<file path="src/rtl/sobel_pkg.sv">
// Shared definitions for the sobel job sequencer: slave register map,
// sequencer state encoding and frame geometry.
package sobel_pkg;

  // Sobel slave register select values
  localparam logic [1:0] SOBEL_ADR_CTRL  = 2'd0;
  localparam logic [1:0] SOBEL_ADR_START = 2'd1;
  localparam logic [1:0] SOBEL_ADR_OBASE = 2'd2;
  localparam logic [1:0] SOBEL_ADR_DBASE = 2'd3;

  // Frame geometry processed by the slave per job
  localparam int IMG_WIDTH       = 640;
  localparam int IMG_HEIGHT      = 480;
  localparam int PIX_PER_WORD    = 4;
  localparam int WORDS_PER_FRAME = IMG_WIDTH * IMG_HEIGHT / PIX_PER_WORD;

  // Job width held in the queue: {src[21:0], dst[21:0]}
  localparam int JOB_W = 44;

  typedef enum logic [2:0] {
    ST_IDLE      = 3'd0,
    ST_WR_CTRL   = 3'd1,
    ST_WR_OBASE  = 3'd2,
    ST_WR_DBASE  = 3'd3,
    ST_WR_START  = 3'd4,
    ST_WAIT_DONE = 3'd5,
    ST_RD_STAT   = 3'd6,
    ST_COMPLETE  = 3'd7
  } seq_state_e;

  // Word-aligned base register value; byte offset bits are dropped
  function automatic logic [31:0] base_word(input logic [19:0] word_addr);
    return {10'b0, word_addr, 2'b00};
  endfunction

endpackage

</file>
<file path="src/rtl/sobel_job_fifo.sv">
// Synchronous job queue with full/empty/level. Pushes while full and pops
// while empty are ignored. The head entry is visible combinationally so the
// sequencer can latch it on the pop edge.
module sobel_job_fifo #(
  parameter int DEPTH = 4,
  parameter int WIDTH = 44,
  localparam int AW = $clog2(DEPTH),
  localparam int LW = AW + 1
) (
  input  logic             clk_i,
  input  logic             rst_i,
  input  logic             push_i,
  input  logic [WIDTH-1:0] wdata_i,
  input  logic             pop_i,
  output logic [WIDTH-1:0] rdata_o,
  output logic             full_o,
  output logic             empty_o,
  output logic [LW-1:0]    level_o
);

  localparam logic [LW-1:0] FULL_LVL = LW'(DEPTH);

  logic [WIDTH-1:0] mem_q [DEPTH];
  logic [AW-1:0]    wr_ptr_q, wr_ptr_d;
  logic [AW-1:0]    rd_ptr_q, rd_ptr_d;
  logic [LW-1:0]    level_q, level_d;
  logic             push_ok, pop_ok;

  assign full_o  = (level_q == FULL_LVL);
  assign empty_o = (level_q == '0);
  assign level_o = level_q;
  assign rdata_o = mem_q[rd_ptr_q];
  assign push_ok = push_i && !full_o;
  assign pop_ok  = pop_i && !empty_o;

  // Pointer and occupancy update; depth is a power of two so pointers wrap
  always_comb begin
    wr_ptr_d = wr_ptr_q;
    rd_ptr_d = rd_ptr_q;
    level_d  = level_q;
    if (push_ok) wr_ptr_d = wr_ptr_q + AW'(1);
    if (pop_ok)  rd_ptr_d = rd_ptr_q + AW'(1);
    case ({push_ok, pop_ok})
      2'b10:   level_d = level_q + LW'(1);
      2'b01:   level_d = level_q - LW'(1);
      default: level_d = level_q;
    endcase
  end

  // Storage array, no reset so it can map onto RAM
  always_ff @(posedge clk_i) begin
    if (push_ok) mem_q[wr_ptr_q] <= wdata_i;
  end

  // Control registers
  always_ff @(posedge clk_i) begin
    if (rst_i) begin
      wr_ptr_q <= '0;
      rd_ptr_q <= '0;
      level_q  <= '0;
    end else begin
      wr_ptr_q <= wr_ptr_d;
      rd_ptr_q <= rd_ptr_d;
      level_q  <= level_d;
    end
  end

endmodule

</file>
<file path="src/rtl/sobel_job_sequencer.sv">
// Wishbone master that pulls (src, dst) jobs from a queue, programs the
// sobel slave, waits for its interrupt, clears done via a status read and
// reports completion.
module sobel_job_sequencer
  import sobel_pkg::*;
#(
  parameter int FIFO_DEPTH     = 4,
  parameter int TIMEOUT_CYCLES = 2000000,
  parameter int CNT_W          = 16
) (
  input  logic                          clk_i,
  input  logic                          rst_i,
  input  logic                          enable_i,
  input  logic                          job_valid_i,
  output logic                          job_ready_o,
  input  logic [21:0]                   job_src_i,
  input  logic [21:0]                   job_dst_i,
  output logic                          cyc_o,
  output logic                          stb_o,
  output logic                          we_o,
  output logic [1:0]                    adr_o,
  output logic [31:0]                   dat_o,
  input  logic [31:0]                   dat_i,
  input  logic                          ack_i,
  input  logic                          int_req_i,
  output logic                          busy_o,
  output logic                          job_done_o,
  output logic [CNT_W-1:0]              done_cnt_o,
  output logic                          timeout_o,
  output logic [$clog2(FIFO_DEPTH):0]   fifo_level_o
);

  localparam int WD_W = $clog2(TIMEOUT_CYCLES + 1);
  localparam logic [WD_W-1:0] WD_MAX = WD_W'(TIMEOUT_CYCLES);

  seq_state_e       state_q, state_d;
  logic [21:0]      cur_src_q, cur_src_d;
  logic [21:0]      cur_dst_q, cur_dst_d;
  logic [WD_W-1:0]  wd_q, wd_d;
  logic             timeout_q, timeout_d;
  logic [CNT_W-1:0] done_cnt_q, done_cnt_d;
  logic             fifo_pop, fifo_full, fifo_empty;
  logic [JOB_W-1:0] fifo_rdata;
  logic             waiting;
  logic             unused_bits;

  // Byte offsets and the upper status bits carry no information here
  assign unused_bits = ^{cur_src_q[1:0], cur_dst_q[1:0], dat_i[31:1]};

  // Ready is held low while reset is applied so nothing is accepted then
  assign job_ready_o = !fifo_full && !rst_i;
  assign busy_o      = (state_q != ST_IDLE);
  assign done_cnt_o  = done_cnt_q;
  assign timeout_o   = timeout_q;
  assign stb_o       = cyc_o;
  assign waiting     = (state_q == ST_WAIT_DONE) || (state_q == ST_RD_STAT);

  sobel_job_fifo #(
    .DEPTH (FIFO_DEPTH),
    .WIDTH (JOB_W)
  ) u_fifo (
    .clk_i   (clk_i),
    .rst_i   (rst_i),
    .push_i  (job_valid_i && job_ready_o),
    .wdata_i ({job_src_i, job_dst_i}),
    .pop_i   (fifo_pop),
    .rdata_o (fifo_rdata),
    .full_o  (fifo_full),
    .empty_o (fifo_empty),
    .level_o (fifo_level_o)
  );

  // Next state, Moore bus outputs, watchdog and completion bookkeeping
  always_comb begin
    state_d    = state_q;
    cur_src_d  = cur_src_q;
    cur_dst_d  = cur_dst_q;
    wd_d       = wd_q;
    timeout_d  = timeout_q;
    done_cnt_d = done_cnt_q;
    fifo_pop   = 1'b0;
    cyc_o      = 1'b0;
    we_o       = 1'b0;
    adr_o      = SOBEL_ADR_CTRL;
    dat_o      = 32'd0;
    job_done_o = 1'b0;
    case (state_q)
      ST_IDLE: begin
        if (enable_i && !fifo_empty) begin
          fifo_pop  = 1'b1;
          cur_src_d = fifo_rdata[43:22];
          cur_dst_d = fifo_rdata[21:0];
          state_d   = ST_WR_CTRL;
        end
      end
      ST_WR_CTRL: begin
        cyc_o = 1'b1;
        we_o  = 1'b1;
        adr_o = SOBEL_ADR_CTRL;
        dat_o = 32'd1;
        if (ack_i) state_d = ST_WR_OBASE;
      end
      ST_WR_OBASE: begin
        cyc_o = 1'b1;
        we_o  = 1'b1;
        adr_o = SOBEL_ADR_OBASE;
        dat_o = base_word(cur_src_q[21:2]);
        if (ack_i) state_d = ST_WR_DBASE;
      end
      ST_WR_DBASE: begin
        cyc_o = 1'b1;
        we_o  = 1'b1;
        adr_o = SOBEL_ADR_DBASE;
        dat_o = base_word(cur_dst_q[21:2]);
        if (ack_i) state_d = ST_WR_START;
      end
      ST_WR_START: begin
        cyc_o = 1'b1;
        we_o  = 1'b1;
        adr_o = SOBEL_ADR_START;
        if (ack_i) begin
          state_d = ST_WAIT_DONE;
          wd_d    = '0;
        end
      end
      ST_WAIT_DONE: begin
        if (int_req_i) state_d = ST_RD_STAT;
      end
      ST_RD_STAT: begin
        cyc_o = 1'b1;
        adr_o = SOBEL_ADR_CTRL;
        if (ack_i) state_d = dat_i[0] ? ST_COMPLETE : ST_WAIT_DONE;
      end
      ST_COMPLETE: begin
        job_done_o = 1'b1;
        done_cnt_d = done_cnt_q + CNT_W'(1);
        state_d    = ST_IDLE;
      end
      default: state_d = ST_IDLE;
    endcase
    // Watchdog keeps running through spurious status reads and saturates
    if (waiting && wd_q != WD_MAX) wd_d = wd_q + WD_W'(1);
    if (waiting && wd_d == WD_MAX) timeout_d = 1'b1;
  end

  // State and datapath registers
  always_ff @(posedge clk_i) begin
    if (rst_i) begin
      state_q    <= ST_IDLE;
      cur_src_q  <= '0;
      cur_dst_q  <= '0;
      wd_q       <= '0;
      timeout_q  <= 1'b0;
      done_cnt_q <= '0;
    end else begin
      state_q    <= state_d;
      cur_src_q  <= cur_src_d;
      cur_dst_q  <= cur_dst_d;
      wd_q       <= wd_d;
      timeout_q  <= timeout_d;
      done_cnt_q <= done_cnt_d;
    end
  end

endmodule

</file>
<file path="config.mk">
export PLATFORM = sky130hd
export DESIGN_NAME = sobel_job_sequencer
export DESIGN_NICKNAME = d
export VERILOG_FILES = /design/src/rtl/sobel_pkg.sv /design/src/rtl/sobel_job_fifo.sv /design/src/rtl/sobel_job_sequencer.sv
export SDC_FILE = /design/constraint.sdc
export NUM_CORES = 1
export LEC_CHECK = 0
export ABC_CLOCK_PERIOD_IN_PS = 5800
export CAP_MARGIN = 15
export CORE_ASPECT_RATIO = 0.6
export CORE_MARGIN = 5
export CORE_UTILIZATION = 50
export DETAILED_ROUTE_END_ITERATION = 12
export PLACE_DENSITY = 0.74
export SLEW_MARGIN = 20
export SYNTH_ARGS = -nofsm -noshare
export SYNTH_HDL_FRONTEND = slang
export SYNTH_SLANG_ARGS = --single-unit
</file>
<file path="constraint.sdc">
create_clock -name clk_i -period 5.8 [get_ports clk_i]
set_input_delay 1.45 -clock clk_i [delete_from_list [all_inputs] [get_ports clk_i]]
set_output_delay 1.45 -clock clk_i [all_outputs]
set_load 0.05 [all_outputs]
</file>
==> reports/metrics.yaml, run 1 <==
num_vias: 6547
avgSynthCellArea_um2: 12.9
synth_cell_type_count: 66
rsz0062_at_grt: "no"
synth_top_cell_by_area: "edfxtp_1"
overflow: 0
fillers: 1601
fin_cells: 1157
p_leak_nw: 3.92
holdBufCountCts: 0
combPwrFrac_pct: 18.2
synth_edf_count: 160
dieArea_um2: 23600
fmax_mhz: 209
worstMarginPinSlew_ns: 1.14
hold-worst-slack_ns: 0.457
wire_per_inst_um: 19.3
synthArstFlopShare_pct: 0
clkSlewWorstSetupHoldPaths_ns: 0.06
drt_wl_total_um: 22300
placed_area_um2: 11300
most-common-layout-cells: "160 x edfxtp_1, 116 x nand2_1, 94 x clkdlybuf4s50_1"
rows: 40
grt_max_degree: 89
gp_congestion: 0.942
finalClockSkew_ns: 0.00806
ys_seq_elements: 248
hold_viol_final: 0
synthesis.instances: 798
cp-end-kind: "primary output"
p_sw_share_pct: 27.2
intPower_mw: 3.16
dr.pass1.iters: 6
post_cts_resized: 0
syn_area_um2: 10300
final_area_um2: 12100
r2r-end: "timeout_o$_SDFFE_PP0P_"
setup.worst_path.class: "reg -> out"
dp.cells: 1113
cpPeakStageDelay_ns: 0.90
wl_met1_um: 10300
hold_end: "cur_dst_q[14]$_SDFFE_PP0N_"
slew_violations: 0
required_ns: 4.35
antenna_found_initial: 1
status: "completed"
clk_latency_ns: 0.50
grt_pass1_vias: 6449
cap_violations: 0
final_common_cell: "edfxtp_1"
fp.dieW_um: 195
fin_crit_sh_pct: 82.6
post_cts_buffers: 0
die_h_um: 121
reg2reg_depth: 7
cts-htree-levels: 1
clockRootBuffer: "clkbuf_16"
syn_to_final_growth_pct: 17.6
power_density_nw_per_um2: 358
grt_pass1_wl_um: 35300
synth.top_cell.area_share_pct: 46.7
clkPwrFrac_pct: 32.5
switching_power_mw: 1.18
min_from: "cur_dst_q[14]$_SDFFE_PP0N_"
numPortBuffers: 95
synthTopCellsByArea: "edfxtp_1 47%, dfxtp_1 17%, mux4_2 8.8%"
final_core_util_pct: 60.2
antenna_cells: 0
cp-start-kind: "flop"
clockBufferDepth: 3
crit_chain: "nand2_1 > nor2_2 > a22o_1 > clkdlybuf4s50_1"
worstReg2RegStart: "state_q[0]$_SDFFE_PP0P_"
dp_hpwl_um: 13900
regToRegSetupSlack_ns: 2.76
arrival_ns: 3.34
min-delay-path-class: "reg -> reg"
drt_iter0_drc: 536
top_level_ports: 142
min_period_ns: 4.79
cts_tree: "built"
post_route_cells_drive_above_1_share_pct: 11.3
coreArea_um2: 20100
viasPerCell: 5.66
peakVddDrop_v: 0.000205
crit_fanout: 20
grt_usage_pct: 18.6
cts_inserted_buffers: 23
path_buf_inv: 1
cpMaxStageDelayCell: "nor2_2"
ant_nets: 0
ys.flop_type: "edfxtp_1"
clock_sinks: 248
crit_family: "simple AND/OR/NAND/NOR gates"
holdPathStages: 2
met3_length_um: 1920
fin_nets: 959
maxUsedRoutingLayer: "met5"
drcViolationCount: 0
met2WireLength_um: 9620
yosysSeqAreaShare_pct: 63.8
tns_ns: 0
relSlewSlack_pct: 23.7
finalSetupViolations: 0
yosys_warnings: 0
start_util_pct: 51.1
p_seq_share_pct: 49.3
metal layers:
layer	track usage, %	vias to the layer above
li1	-	3072
met1	28.1	3214
met2	27.3	223
met3	4.86	36
met4	4.18	2
met5	0	-
synth_stat cells (all sizes together) (3+ instances only):
cell type and number:
a22o 20, or3 4, and2 3, mux4 40, nor3 9, inv 15, and4 4, ha 8
a21oi 63, xnor2 7, dfxtp 88, a311oi 6, nor4b 3, nand3 24, nand4 8, and3 12
o211ai 3, nor2 54, nand2 116, o21a 4, nor2b 4, xor2 18, edfxtp 160, a31oi 3
nor4 7, buf 29, o21ai 15, clkbuf 39
cells by family after synthesis:
logic type	share of synthesized area, %
flops	63.8
buf+inv	3.70
fa+ha+maj	1.17
xor+xnor	2.13
simple gates	11.7
other cells	0.0364
mux	8.85
compound gates	8.57
metrics by stage:
step,power [mW],setup slack [ns]
after global routing,4.55,0.761
after global placement,2.95,1.51
after floorplan,2.74,1.68
after CTS,4.37,1.03
after detailed placement,2.97,1.51
final,4.34,1.01
registers in the layout, summed over array words and instances, names as in the netlist:
signal           flops
u_fifo.rd_ptr_q      2
u_fifo.mem_q       160
wd_q                21
cur_src_q           20
done_cnt_o          16
u_fifo.level_o       3
cur_dst_q           20
u_fifo.wr_ptr_q      2
timeout_o            1
state_q              3
worst register-to-register path, cell delays in order (launching register included):
cell and delay [ns]:
dfxtp_1 0.59, xor2_1 0.17, and2_1 0.34, o21a_1 0.64, nor2_1 0.38, a211o_1 0.43
nor4_2 0.28, a31o_1 0.16
power groups by stage:
stage	Sequential [mW]	Combinational [mW]	Clock [mW]
floorplan	2.12	0.618	0
detailed placement	2.18	0.790	0
finish	2.14	0.791	1.41
CTS	2.14	0.794	1.44
global placement	2.17	0.778	0
global route	2.16	0.869	1.52
cell type report:
| class | count | area (µm²) | share of cell area, % |
|---|---|---|---|
| sequential | 248 | 6570 | 54.3 |
| multi-input combinational | 476 | 3390 | 28.0 |
| timing repair buffer | 103 | 1040 | 8.62 |
| clock buffer | 30 | 612 | 5.06 |
| tap | 273 | 342 | 2.82 |
| clock inverter | 11 | 81.3 | 0.672 |
| inverter | 16 | 60.1 | 0.496 |
how the worst max path moves through the flow:
stage | from | endpoint | cells past startpoint
after detailed placement | rst_i | job_ready_o | 3
final | state_q[0]$_SDFFE_PP0P_ | dat_o[9] | 4
after global routing | state_q[1]$_SDFFE_PP0P_ | dat_o[19] | 4
after global placement | rst_i | job_ready_o | 3
after floorplan | rst_i | u_fifo.mem_q[0][10]$_DFFE_PP_ | 3
after CTS | state_q[0]$_SDFFE_PP0P_ | dat_o[5] | 4
Note: power is estimated with default switching activity, not from simulation.
==> run 2, diff against run 1 <==
Settings changed: ABC_CLOCK_PERIOD_IN_PS 5800 to 4600.
Clock period 5.8 ns to 4.6 ns, I/O delays scaled along.
==> run 2 against run 1 <==
- highest routed layer unchanged
- first-iteration DRC count is 5.6% lower
- worst setup slack worse by 0.37 ns
- clock power is 25% higher
- global-route usage is 0.11 points higher
- sequential cell count stayed put
- critical path depth is 1 higher
- sequential share of layout area hardly changed
- final area hardly changed
==> reports/metrics.yaml, run 2 (synthesis gave the netlist of run 1 again) <==
status: "completed"
p_leak_nw: 3.92
clkSlewWorstSetupHoldPaths_ns: 0.07
grtUsageMet3_pct: 4.05
most-common-layout-cells: "160 x edfxtp_1, 116 x nand2_1, 94 x clkdlybuf4s50_1"
use_met1_pct: 28.7
overflow: 0
rows: 40
p_sw_share_pct: 27.2
min_period_ns: 3.96
holdBufCountCts: 0
regMostFlops: "u_fifo.mem_q"
relSlewSlack_pct: 25.9
crit_fanout: 20
coreArea_um2: 20100
intPower_mw: 3.97
cap_violations: 0
required_ns: 3.45
largestRegisters: "u_fifo.mem_q: 160 flops, wd_q: 21 flops"
viasPerCell: 5.72
grt_max_degree: 89
cts_tree: "built"
dpl_worst_slack_ns: 0.904
peakVddDrop_v: 0.000236
tns_ns: 0
post_route_cells_drive_above_1_share_pct: 11.0
fmax_mhz: 252
dieArea_um2: 23600
grt_pass1_vias: 6420
slew_violations: 0
clockRootBuffer: "clkbuf_16"
cp-end-kind: "primary output"
wire_per_inst_um: 19.4
ant_nets: 0
regToRegSetupSlack_ns: 1.52
clock_sinks: 248
finalSetupViolations: 0
min_from: "cur_dst_q[6]$_SDFFE_PP0N_"
switching_power_mw: 1.49
fin_nets: 962
worstMarginPinSlew_ns: 1.11
combPwrFrac_pct: 18.1
top_level_ports: 142
rsz0062_at_grt: "no"
hold-worst-slack_ns: 0.455
start_util_pct: 51.1
finalClockSkew_ns: 0.0134
reg2reg_depth: 6
arrival_ns: 2.81
grt_usage_pct: 18.7
clk_latency_ns: 0.50
hold_viol_final: 0
antenna_cells: 0
setup.worst_path.class: "reg -> out"
hold_end: "cur_dst_q[6]$_SDFFE_PP0N_"
final_common_cell: "edfxtp_1"
min-delay-path-class: "reg -> reg"
largest_reg_flops: 160
drcViolationCount: 0
antenna_found_initial: 1
fin_ws_ns: 0.637
dp_hpwl_um: 14500
holdPathStages: 2
clockBufferDepth: 3
grt_pass1_wl_um: 35600
p_seq_share_pct: 49.7
syn_to_final_growth_pct: 17.6
worstReg2RegStart: "state_q[2]$_SDFFE_PP0P_"
fin_crit_sh_pct: 86.1
cp-start-kind: "flop"
gr-max-usage-layer: "met1"
num_vias: 6640
cts-htree-levels: 1
clkPwrFrac_pct: 32.2
power_density_nw_per_um2: 451
numPortBuffers: 95
die_h_um: 121
fp.dieW_um: 195
final_core_util_pct: 60.1
grtUsageMet2_pct: 28.2
r2r-end: "timeout_o$_SDFFE_PP0P_"
post_cts_buffers: 0
dr.pass1.iters: 5
drt_wl_total_um: 22600
drt_iter0_drc: 506
gp_congestion: 0.929
cts_inserted_buffers: 22
post_cts_resized: 0
-- run 2: cell types whose count changed in the layout (fill, tap and decap cells not counted), sizes merged --
cell      change
buf           +4
clkbuf        -1
clkinvlp      +2
inv           -1
clkinv        -1
-- run 2: per-layer routing --
| layer | vias to the layer above | wire length [µm] |
|---|---|---|
| met4 | 2 | 287 |
| met5 | - | 13 |
| met3 | 29 | 1600 |
| met1 | 3283 | 10800 |
| met2 | 242 | 9890 |
| li1 | 3084 | - |
-- run 2: how the worst max path moves through the flow --
stage / startpoint / endpoint / cells past startpoint
finish: state_q[1]$_SDFFE_PP0P_ / dat_o[9] / 5
global route: state_q[1]$_SDFFE_PP0P_ / dat_o[9] / 5
CTS: state_q[1]$_SDFFE_PP0P_ / dat_o[9] / 5
detailed placement: rst_i / job_ready_o / 3
global placement: rst_i / job_ready_o / 3
floorplan: rst_i / u_fifo.mem_q[0][10]$_DFFE_PP_ / 3
-- run 2: per-stage QoR --
step	instance area [µm²]	std cells	total power [mW]
5_1_grt	12100	1160	5.69
6_report	12100	1160	5.46
4_1_cts	12100	1159	5.51
3_3_place_gp	11400	1119	3.73
2_1_floorplan	10300	808	3.46
3_5_place_dp	11400	1119	3.76
-- run 2: cell type report --
cell class | instances | area (µm²)
Clock buffer | 29 | 608
Sequential cell | 248 | 6570
Fill cell | 1564 | 8020
Clock inverter | 11 | 75.1
Tap cell | 273 | 342
Timing Repair Buffer | 107 | 1060
Inverter | 16 | 60.1
Multi-Input combinational cell | 476 | 3390
-- run 2: critical path, stage by stage, from the launching register on --
cell and delay, ns:
dfxtp_1 0.57, nor2b_1 0.21, nor2b_2 0.15, buf_4 0.28, a22o_1 0.26, clkdlybuf4s50_1 0.83
-- run 2: power by group through the flow --
stage	Clock [mW]	Sequential (mW)	Combinational [mW]
6_report	1.76	2.71	0.989
5_1_grt	1.87	2.74	1.08
4_1_cts	1.79	2.72	0.998
3_5_place_dp	0	2.77	0.989
3_3_place_gp	0	2.75	0.970
2_1_floorplan	0	2.68	0.779
